<file path="src/rtl/hc04_sync2.sv">
// WIDTH-wide two-flop synchronizer for the inverter outputs.
// Both stages reset asynchronously to zero.
module hc04_sync2 #(
  parameter int WIDTH = 6
) (
  input  logic             clk,
  input  logic             rst_n,
  input  logic [WIDTH-1:0] d,
  output logic [WIDTH-1:0] q
);

  logic [WIDTH-1:0] meta;

  // two back-to-back capture stages
  always_ff @(posedge clk or negedge rst_n) begin
    if (!rst_n) begin
      meta <= '0;
      q    <= '0;
    end else begin
      meta <= d;
      q    <= meta;
    end
  end

endmodule

</file>
<file path="config.mk">
export PLATFORM = sky130hd
export DESIGN_NAME = hc04_sync2
export DESIGN_NICKNAME = d
export VERILOG_FILES = /design/src/rtl/hc04_sync2.sv
export SDC_FILE = /design/constraint.sdc
export NUM_CORES = 1
export LEC_CHECK = 0
export ABC_AREA = 1
export CAP_MARGIN = 20
export CORE_AREA = 2 2 39 41
export CTS_CLUSTER_DIAMETER = 30
export DETAILED_ROUTE_END_ITERATION = 6
export DIE_AREA = 0 0 41 43
export REMOVE_ABC_BUFFERS = 1
export SYNTH_ARGS = -nofsm -noshare
export SYNTH_HDL_FRONTEND = slang
export SYNTH_SLANG_ARGS = --single-unit
</file>
<file path="constraint.sdc">
create_clock -name clk -period 0.8 [get_ports clk]
set_input_delay 0.16 -clock clk [delete_from_list [all_inputs] [get_ports clk]]
set_output_delay 0.16 -clock clk [all_outputs]
set_load 0.02 [all_outputs]
</file>
==> key figures, run 1 <==
Placed design
  – Gpl congestion: between 0.5 and 0.6
  – Place WS: -0.261 ns
  – Port Buffer Count: 13
  – Placed insts: between 40 and 50

Yosys
  – Post-Synthesis Cell Area: between 300 and 400 um2
  – Post-synth top area cell: dfrtp_1
  – Synth top area share: 1.00
  – Count of state elements after synthesis: 12
  – Mux contribution to synthesized area: 0
  – Post-Synth Simple-Gate Area: 0
  – Mapped Avg Cell Area: approximately 25 um2
  – Synth Area in Compound Gates: 0
  – Post-Synth XOR/XNOR Area: 0
  – Synth unique cells: 1
  – Adder-cell share of the synthesized area: 0
  – Gate Count Post-Synth: 12
  – Ranking of synthesized cells by area: dfrtp_1 100%
  – Syn. warnings: 0
  – Seq/Total Area, Yosys: 1.00

CTS
  – Total clock buffers created by CTS: 3
  – Root buf cell: clkbuf_4
  – H-tree Lvls: 1
  – CTS tree: done
  – CTS Buffer Depth: 2
  – CTS Sinks: 12
  – Clock slew seen by the registers of the worst setup and hold paths: approximately 0.060 ns
  – Skew-Pair Late Insertion Delay: roughly 0.26 ns

GRT
  – Total grt overflow: 0
  – First-pass GRT wire length: around 640 um
  – Initial antenna violation count: 0
  – GR Util All Layers: 0.0699
  – Largest net degree at the start of global routing: 13
  – Vias in the first global route: about 160

Power and ir drop
  – Internal power: 0.000879 W
  – Switching share of total power: 0.194
  – Combinational power share: 0.100
  – Power Dens Cells: 2180 mW/mm2
  – Clk pwr share: 0.306
  – Static leakage: approximately 0.23 nW
  – P_sw: between 0.0002 and 0.00025 W
  – Share of power burned in registers: 0.594
  – Peak supply drop: about 0.00086 V

Route
  – DRT antenna net count: 0
  – Final wirelength: around 400 um
  – Initial DRC count: 0
  – DRC Markers: 0
  – Routed len/inst: 8.87 um
  – DR vias/cell: 3.36
  – Total number of vias: 151
  – TritonRoute pass-1 iters: 1

STA
  – Hold slack: around 0.22 ns
  – Tcrit/Tclk final: 1.15
  – Fin crit period: roughly 0.92 ns
  – Final Worst Setup Slack: -0.120 ns
  – RSZ-0062 raised after global routing: yes
  – Final Hold Vio Count: 0
  – Final TNS setup: -0.712 ns
  – Final setup violating endpoints: 6
  – FMAX: 1.09 GHz
  – Pins Over Slew Limit: 0
  – Slew margin rel.: 0.924
  – Clock Skews: approximately 0.0026 ns
  – Slew @ Worst Pin: between 0.1 and 0.15 ns

Finish
  – Layout area overhead: 66.7%
  – Commonest non-fill, non-tap cells in the layout: 12 x dfrtp_1, 7 x clkdlybuf4s50_1, 6 x buf_6
  – Multi-input logic area: 0 um2
  – #MultiIn Comb: 0
  – ANT cells: 0
  – Share of cells above drive strength 1: 0.345
  – Layout Utilization: 0.362
  – Non-filler instance count after layout: 45
  – Most common cell after layout, fill and taps aside: dfrtp_1
  – Nets: 39

Worst setup path
  – CP cell instances: buf_6
  – CP bufs+invs: 1
  – Launching element type of the critical path: flip-flop
  – Required @ worst endpoint: around 0.64 ns
  – WS Path Type: reg -> out
  – Crit-path max cell delay: about 0.37 ns
  – CP max FO: 1
  – CP arrival: ~0.76 ns
  – Crit end category: primary output
  – Slowest CP cell: dfrtp_1
  – Delay-heaviest family, CP: flip-flops

Outcome
  – Outcome: finished, violations left
  – Failing checks: setup timing

Floorplanning
  – Io pins: 14
  – Die width: 41 um
  – Die area: roughly 0.0018 mm2
  – Die H: roughly 43 um
  – Area of the core: roughly 0.0014 mm2
  – # rows: 14
  – Initial Util: 0.217

Worst hold path
  – Worst min path class: in -> async

Job
  – Max Cap Viol: 0
==> routing by layer <==
layer | global-route usage | routed length (um) | part of all wire | up-vias
met2 | 0.0750 | 175 | 0.44 | 14
met3 | 0.0628 | 70 | 0.18 | 2
li1 | - | - | - | 71
met1 | 0.0590 | 143 | 0.36 | 64
met4 | 0.100 | 10 | 0.025 | 0
met5 | 0 | 0 | 0 | -
==> sequential cells by signal, indices dropped and copies added, names as in the netlist <==
register,flops
q,6
meta,6
==> path summary, 6_finish.rpt <==
path	start	to	slack (ns)	depth (start not counted)
min in group clk	d[4]	meta[4]	0.34	1
setup / recovery	q[3]	q[3]	-0.12	1
hold reg to reg	meta[4]	q[4]	0.35	0
setup reg to reg	meta[3]	q[3]	0.32	0
hold / removal	rst_n	q[5]	0.22	2
max in group asynchronous	rst_n	q[2]	0.47	2
==> area by class of cell <==
type | count | area, um2
fill | 138 | 883
sequential | 12 | 300
timing repair buffer | 14 | 158
clock buffer | 3 | 22.5
tap | 16 | 20.0
==> power by group through the flow <==
stage / registers [W] / logic [W] / clock network (W)
final: 0.000648 / 0.000109 / 0.000334
after detailed placement: 0.000656 / 0.000108 / 0
after CTS: 0.000648 / 0.000111 / 0.000359
after global routing: 0.000650 / 0.000117 / 0.000387
after floorplan: 0.000676 / 0 / 0
after global placement: 0.000655 / 0.000106 / 0
==> through the flow <==
step	power [W]	instance area, um2
final	0.00109	500
after global routing	0.00115	500
after CTS	0.00112	500
after detailed placement	0.000764	470
after global placement	0.000761	470
after floorplan	0.000676	300
==> synth_stat cells <==
cell      n
dfrtp_1  12
==> repair_timing <==
action | CTS | global route
resized for setup | 36 | 0
hold buffers | 0 | 0
endpoints found under the setup margin | 6 | 6
setup buffers | 0 | 0
==> kinds of logic (layout without fill, tap and decap cells) <==
kind of cell / Yosys count / in the layout
flops: 12 / 12
buf+inv: 0 / 17
(Power assumes the default switching activity.)
==> inputs of run 2 (changes only) <==
--- a/config.mk
+++ b/config.mk
@@ -6,12 +6,12 @@
 export NUM_CORES = 1
 export LEC_CHECK = 0
 export ABC_AREA = 1
-export CAP_MARGIN = 20
 export CORE_AREA = 2 2 39 41
 export CTS_CLUSTER_DIAMETER = 30
 export DETAILED_ROUTE_END_ITERATION = 6
 export DIE_AREA = 0 0 41 43
 export REMOVE_ABC_BUFFERS = 1
+export SLEW_MARGIN = 5
 export SYNTH_ARGS = -nofsm -noshare
 export SYNTH_HDL_FRONTEND = slang
 export SYNTH_SLANG_ARGS = --single-unit
==> results of run 2 <==
The final DEF is identical to that of run 1; final timing and power are the same.
